$ cat config.mk
export PLATFORM = sky130hd
export DESIGN_NAME = afifo_wpack
export DESIGN_NICKNAME = d
export VERILOG_FILES = /design/src/rtl/afifo_wpack_pkg.sv /design/src/rtl/afifo_wpack_obuf.sv /design/src/rtl/afifo_wpack.sv
export SDC_FILE = /design/constraint.sdc
export NUM_CORES = 1
export LEC_CHECK = 0
export CAP_MARGIN = 25
export CORE_ASPECT_RATIO = 0.8
export CORE_MARGIN = 2
export CORE_UTILIZATION = 38
export DETAILED_ROUTE_END_ITERATION = 10
export MAX_ROUTING_LAYER = met4
export SYNTH_ARGS = -nofsm -noshare
export SYNTH_HDL_FRONTEND = slang
export SYNTH_HIERARCHICAL = 1
export SYNTH_SLANG_ARGS = --single-unit
$ cat constraint.sdc
create_clock -name WClk -period 2.4 [get_ports WClk]
set_input_delay 0.48 -clock WClk [delete_from_list [all_inputs] [get_ports WClk]]
set_output_delay 0.48 -clock WClk [all_outputs]
set_load 0.02 [all_outputs]
$ cat src/rtl/afifo_wpack_pkg.sv
// afifo_wpack_pkg: shared definitions for the async-FIFO write-side packer
// and its read-side unpacker.
//   calc_fw()  : FIFO word width for a given beat width and packing ratio.
//   NB_LSB     : bit position of the beat-count field (default configuration).
//   LAST_POS   : bit position of the last flag (default configuration).
//   word_t     : {last, nb, data} layout of one FIFO word (default configuration).
package afifo_wpack_pkg;

  // Word = RATIO data lanes + beat count (valid beats - 1) + last flag.
  function automatic int calc_fw(input int iw, input int ratio);
    return iw * ratio + $clog2(ratio) + 1;
  endfunction

  localparam int DEF_IW    = 32;
  localparam int DEF_RATIO = 4;
  localparam int DEF_LR    = $clog2(DEF_RATIO);

  localparam int NB_LSB    = DEF_IW * DEF_RATIO;
  localparam int LAST_POS  = DEF_IW * DEF_RATIO + DEF_LR;

  typedef struct packed {
    logic                        last;
    logic [DEF_LR-1:0]           nb;
    logic [DEF_IW*DEF_RATIO-1:0] data;
  } word_t;

endpackage

$ cat src/rtl/afifo_wpack_obuf.sv
// afifo_wpack_obuf: single-entry output register in front of the FIFO write
// port. Holds one packed word and writes it as soon as the FIFO is not full.
//   WClk, rstn  : write-domain clock, async active-low reset
//   load, din   : load a new word this edge (only legal while free=1)
//   fifo_wfull  : FIFO full flag
//   fifo_we     : FIFO write strobe (never asserted while full)
//   fifo_d      : registered word
//   ovalid      : register holds a word
//   free        : register can accept a word at this edge
module afifo_wpack_obuf #(
  parameter int FW = 131
) (
  input  logic          WClk,
  input  logic          rstn,
  input  logic          load,
  input  logic [FW-1:0] din,
  input  logic          fifo_wfull,
  output logic          fifo_we,
  output logic [FW-1:0] fifo_d,
  output logic          ovalid,
  output logic          free
);

  logic [FW-1:0] obuf;

  assign fifo_we = ovalid & ~fifo_wfull;
  assign fifo_d  = obuf;
  // A word leaving this cycle frees the slot, so a new word can be loaded
  // on the same edge without a bubble.
  assign free    = ~ovalid | fifo_we;

  always_ff @(posedge WClk or negedge rstn) begin
    if (!rstn) begin
      obuf   <= '0;
      ovalid <= 1'b0;
    end else begin
      if (load) begin
        obuf   <= din;
        ovalid <= 1'b1;
      end else if (fifo_we) begin
        ovalid <= 1'b0;
      end
    end
  end

endmodule

$ cat src/rtl/afifo_wpack.sv
// afifo_wpack: write-side packer for the asynchronous FIFO. Packs up to
// RATIO narrow beats into one wide word {last, nb, data} and drives the
// FIFO write port.
//   WClk, rstn           : write-domain clock, async active-low reset
//   s_valid/s_ready      : source handshake; a beat transfers on the edge
//                          where both are high. s_ready depends only on
//                          registered state, never on fifo_wfull.
//   s_data, s_last       : beat payload; s_last closes the word early
//   fifo_we/fifo_wfull/fifo_d : FIFO write port
//   idle                 : nothing held anywhere in the packer
module afifo_wpack
  import afifo_wpack_pkg::*;
#(
  parameter int IW    = 32,
  parameter int RATIO = 4,
  parameter int LR    = $clog2(RATIO),
  parameter int FW    = calc_fw(IW, RATIO)
) (
  input  logic          WClk,
  input  logic          rstn,
  input  logic          s_valid,
  output logic          s_ready,
  input  logic [IW-1:0] s_data,
  input  logic          s_last,
  output logic          fifo_we,
  input  logic          fifo_wfull,
  output logic [FW-1:0] fifo_d,
  output logic          idle
);

  localparam int DW = IW * RATIO;

  logic [DW-1:0] acc;
  logic [DW-1:0] merged;
  logic [LR-1:0] cnt;
  logic          pend;
  logic          pend_last;
  logic [LR-1:0] pend_nb;

  logic          accept;
  logic          close;
  logic          obuf_free;
  logic          obuf_load;
  logic [FW-1:0] obuf_din;
  logic          ovalid;

  assign s_ready = ~pend;
  assign accept  = s_valid & s_ready;
  assign close   = accept & ((cnt == LR'(RATIO - 1)) | s_last);

  // Lanes above cnt are already zero because acc is cleared whenever a
  // word leaves it, so merging the current beat yields the final data.
  always_comb begin
    merged = acc;
    merged[int'(cnt) * IW +: IW] = s_data;
  end

  // While pend=1 no beat is accepted, so a pending word and a fresh
  // closing beat never compete for the output register.
  assign obuf_load = obuf_free & (pend | close);
  assign obuf_din  = pend ? {pend_last, pend_nb, acc} : {s_last, cnt, merged};

  always_ff @(posedge WClk or negedge rstn) begin
    if (!rstn) begin
      acc       <= '0;
      cnt       <= '0;
      pend      <= 1'b0;
      pend_last <= 1'b0;
      pend_nb   <= '0;
    end else begin
      if (pend) begin
        if (obuf_free) begin
          acc  <= '0;
          pend <= 1'b0;
        end
      end else if (close) begin
        cnt <= '0;
        if (obuf_free) begin
          acc <= '0;
        end else begin
          // Park the finished word in acc until the output register drains.
          acc       <= merged;
          pend      <= 1'b1;
          pend_last <= s_last;
          pend_nb   <= cnt;
        end
      end else if (accept) begin
        acc <= merged;
        cnt <= cnt + LR'(1);
      end
    end
  end

  afifo_wpack_obuf #(
    .FW(FW)
  ) u_obuf (
    .WClk       (WClk),
    .rstn       (rstn),
    .load       (obuf_load),
    .din        (obuf_din),
    .fifo_wfull (fifo_wfull),
    .fifo_we    (fifo_we),
    .fifo_d     (fifo_d),
    .ovalid     (ovalid),
    .free       (obuf_free)
  );

  assign idle = (cnt == '0) & ~pend & ~ovalid;

endmodule

==> impl_metrics.env <==
export IMPL_outcome="complete, no violations"
export IMPL_synth_seq_cells=266
export IMPL_swShare_pct=28.50
export IMPL_clkPwrFrac_pct=37.6
export IMPL_fmax_mhz=446.1
export IMPL_grt_pass1_wl_mm=51.50
export IMPL_initial_core_util_pct=38.38
export IMPL_power_frac_seq_pct=39.6
export IMPL_die_area_mm2=0.03297
export IMPL_h_tree_depth=1
export IMPL_worstSkewPairLatency_ns=0.55
export IMPL_diodes=0
export IMPL_hpwl_mm=21.95
export IMPL_ys_flop_type="dfrtp_1"
export IMPL_synth_edff_count=0
export IMPL_ys_types=37
export IMPL_final_common_cell="dfrtp_1"
export IMPL_synth_area_leaders="dfrtp_1, a22o_1, mux2_4"
export IMPL_cellLeakagePower_nw=7.006
export IMPL_rsz0062_at_grt="false"
export IMPL_wl_per_cell_um=22.17
export IMPL_power_density_mw_per_mm2=843.0
export IMPL_cts_buffer_depth=3
export IMPL_yosysWarnings=6
export IMPL_drt_first_iter_violations=593
export IMPL_worstSetupStartpointType="primary input"
export IMPL_io_buffers=170
export IMPL_yosysSeqAreaShare_pct=55.57
export IMPL_row_count=58
export IMPL_period_share_pct=93.41
export IMPL_pwr_share_comb_pct=22.8
export IMPL_final_cell_mix="dfrtp_1, a22o_1, clkdlybuf4s50_1, mux2_4, nand2_1"
export IMPL_drc=0
export IMPL_antenna_found_initial=0
export IMPL_coreArea_mm2=0.03120
export IMPL_setup_viol=0
export IMPL_grt_overflow=0
export IMPL_die_h_um=162.8
export IMPL_drv_cap=0
export IMPL_period_minus_slack_ns=2.242
export IMPL_synth_area_mm2=0.01198
export IMPL_synth_area_per_cell_um2=13.50
export IMPL_cp_required_ns=1.92
export IMPL_ios=171
export IMPL_fin_worst_skew_ns=0.01502
export IMPL_drive_gt1_share_pct=25.33
export IMPL_grt_max_degree=60
export IMPL_antenna_left=0
export IMPL_arrival_ns=1.76
export IMPL_hold_viol_final=0
export IMPL_final_area_mm2=0.01540
export IMPL_drv_slew=0
export IMPL_clockRootBuffer="clkbuf_16"
export IMPL_syn_inst=887
export IMPL_vias_per_cell=5.466
export IMPL_synth_nets=929
export IMPL_grt_usage_pct=20.70
export IMPL_first_pass_iters=5
export IMPL_crit_type="in -> out"
export IMPL_vias=8145
export IMPL_intPower_mw=9.283
export IMPL_cts_tree="yes"
export IMPL_worstMarginPinSlew_ns=0.7463
export IMPL_cp_max_fo=2
export IMPL_clock_sinks=266
export IMPL_power_net_switching_mw=3.701
export IMPL_place_congestion=0.8623
export IMPL_slew_headroom_pct=50.25
export IMPL_async_flop_share_pct=100.0
export IMPL_routed_wl_mm=33.03
export IMPL_syn2layout_area_growth_pct=28.59
export IMPL_dpl_instance_area_mm2=0.01434
export IMPL_yosysTopAreaCell="dfrtp_1"
export IMPL_grt_pass1_vias=8252
export IMPL_fin_tns_setup_ns=0
export IMPL_die_w_um=202.5
export IMPL_numCtsBuffers=28
export IMPL_synth_top_area_share_pct=55.57
export IMPL_ir_drop_mv=0.6047
export IMPL_worstSetupEndpointType="output pin"
export IMPL_min_path_type="in -> async"
export IMPL_clk_pin_slew_worst_paths_ns=0.06
export IMPL_fin_nets=1090
## state kept, by name (all words and copies together), names as in the netlist
name / flops
cnt: 2
pend_nb: 2
u_obuf/fifo_d: 131
pend: 1
u_obuf/ovalid: 1
acc: 128
pend_last: 1
## final timing paths
kind,startpoint,end,slack (ns),cells after the start
worst min-delay path,rstn,u_obuf/fifo_d[85]$_DFFE_PN0P_,0.47,2
worst max register to register,cnt[0]$_DFFE_PN0P_,u_obuf/fifo_d[67]$_DFFE_PN0P_,0.21,6
max in group asynchronous,rstn,u_obuf/fifo_d[4]$_DFFE_PN0P_,1.16,3
min in group WClk,pend_last$_DFFE_PN0P_,pend_last$_DFFE_PN0P_,0.49,1
worst min register to register,pend_last$_DFFE_PN0P_,pend_last$_DFFE_PN0P_,0.49,1
worst max-delay path,fifo_wfull,fifo_we,0.16,4
## critical path, stage by stage
cell and delay [ns]:
clkdlybuf4s50_1 0.41, buf_4 0.14, nor2b_1 0.11, clkdlybuf4s50_1 0.61
## final cells by class
| class | instances | area (um2) |
|---|---|---|
| clock buffers | 38 | 818.3 |
| clock inverters | 14 | 239.0 |
| fillers | 2778 | 15800 |
| inverters | 5 | 18.77 |
| multi-input cells | 510 | 4763 |
| flip-flops and latches | 266 | 6656 |
| well taps | 420 | 525.5 |
| repair buffers | 237 | 2381 |
## cell families after synthesis
logic type | after synthesis | share of synthesized area [%]
and+or+nand+nor | 101 | 4.377
AOI/OAI and AO/OA | 268 | 19.00
DFF | 266 | 55.57
buffers and inverters | 111 | 5.265
muxes | 136 | 15.26
adders and majority gates | 5 | 0.5223
## what timing repair did
item,in CTS,in global routing
hold endpoints to repair,53,0
gates cloned,0,0
hold buffers,1,0
buffers inserted,0,0
gates resized for setup,2,3
setup endpoints to repair,2,2
## power by group through the flow
stage,clock network (mW),registers (mW),logic [mW]
floorplan,0,5.50,1.36
global placement,0,5.22,2.94
detailed placement,0,5.23,2.97
CTS,4.98,5.15,2.97
global route,5.17,5.20,3.15
finish,4.88,5.15,2.96
## synthesized netlist by cell type (2+ instances only)
cell type and n:
dfrtp_1 266, buf_1 12, nor2b_1 2, nor3b_2 2, nand2b_1 3, or3b_4 2, a311oi_2 3, nor3_4 2
nor3_2 2, mux2_1 3, and2_1 3, a32o_1 32, a22o_1 192, buf_2 51, buf_6 16, nor4_4 2
nand2_1 72, mux2_4 79, mux2_2 54, nand3_1 2, nor2_1 5, inv_1 5, o21ai_0 34, clkbuf_1 19
ha_1 5, buf_4 8
## per-layer routing
| metal | GRT usage (%) | part of all wire (%) |
|---|---|---|
| met5 | - | 0 |
| met4 | 3.119 | 1.2 |
| met2 | 29.27 | 43 |
| met1 | 31.75 | 50 |
| met3 | 3.201 | 5.5 |
## through the flow
stage | instances | worst slack, ns | hold WS, ns | util (%) | power [mW]
global placement | 1437 | -0.005780 | 0.4489 | 45.94 | 8.166
finish | 1490 | 0.1581 | 0.4738 | 49.36 | 12.98
CTS | 1490 | 0.03437 | 0.4708 | 49.35 | 13.11
floorplan | 887 | 0.2340 | 0.1844 | - | 6.857
detailed placement | 1437 | -0.01327 | 0.4499 | 45.94 | 8.194
global route | 1490 | 0.004157 | 0.5002 | 49.36 | 13.52
No activity file was read; power rests on OpenSTA's default activity.
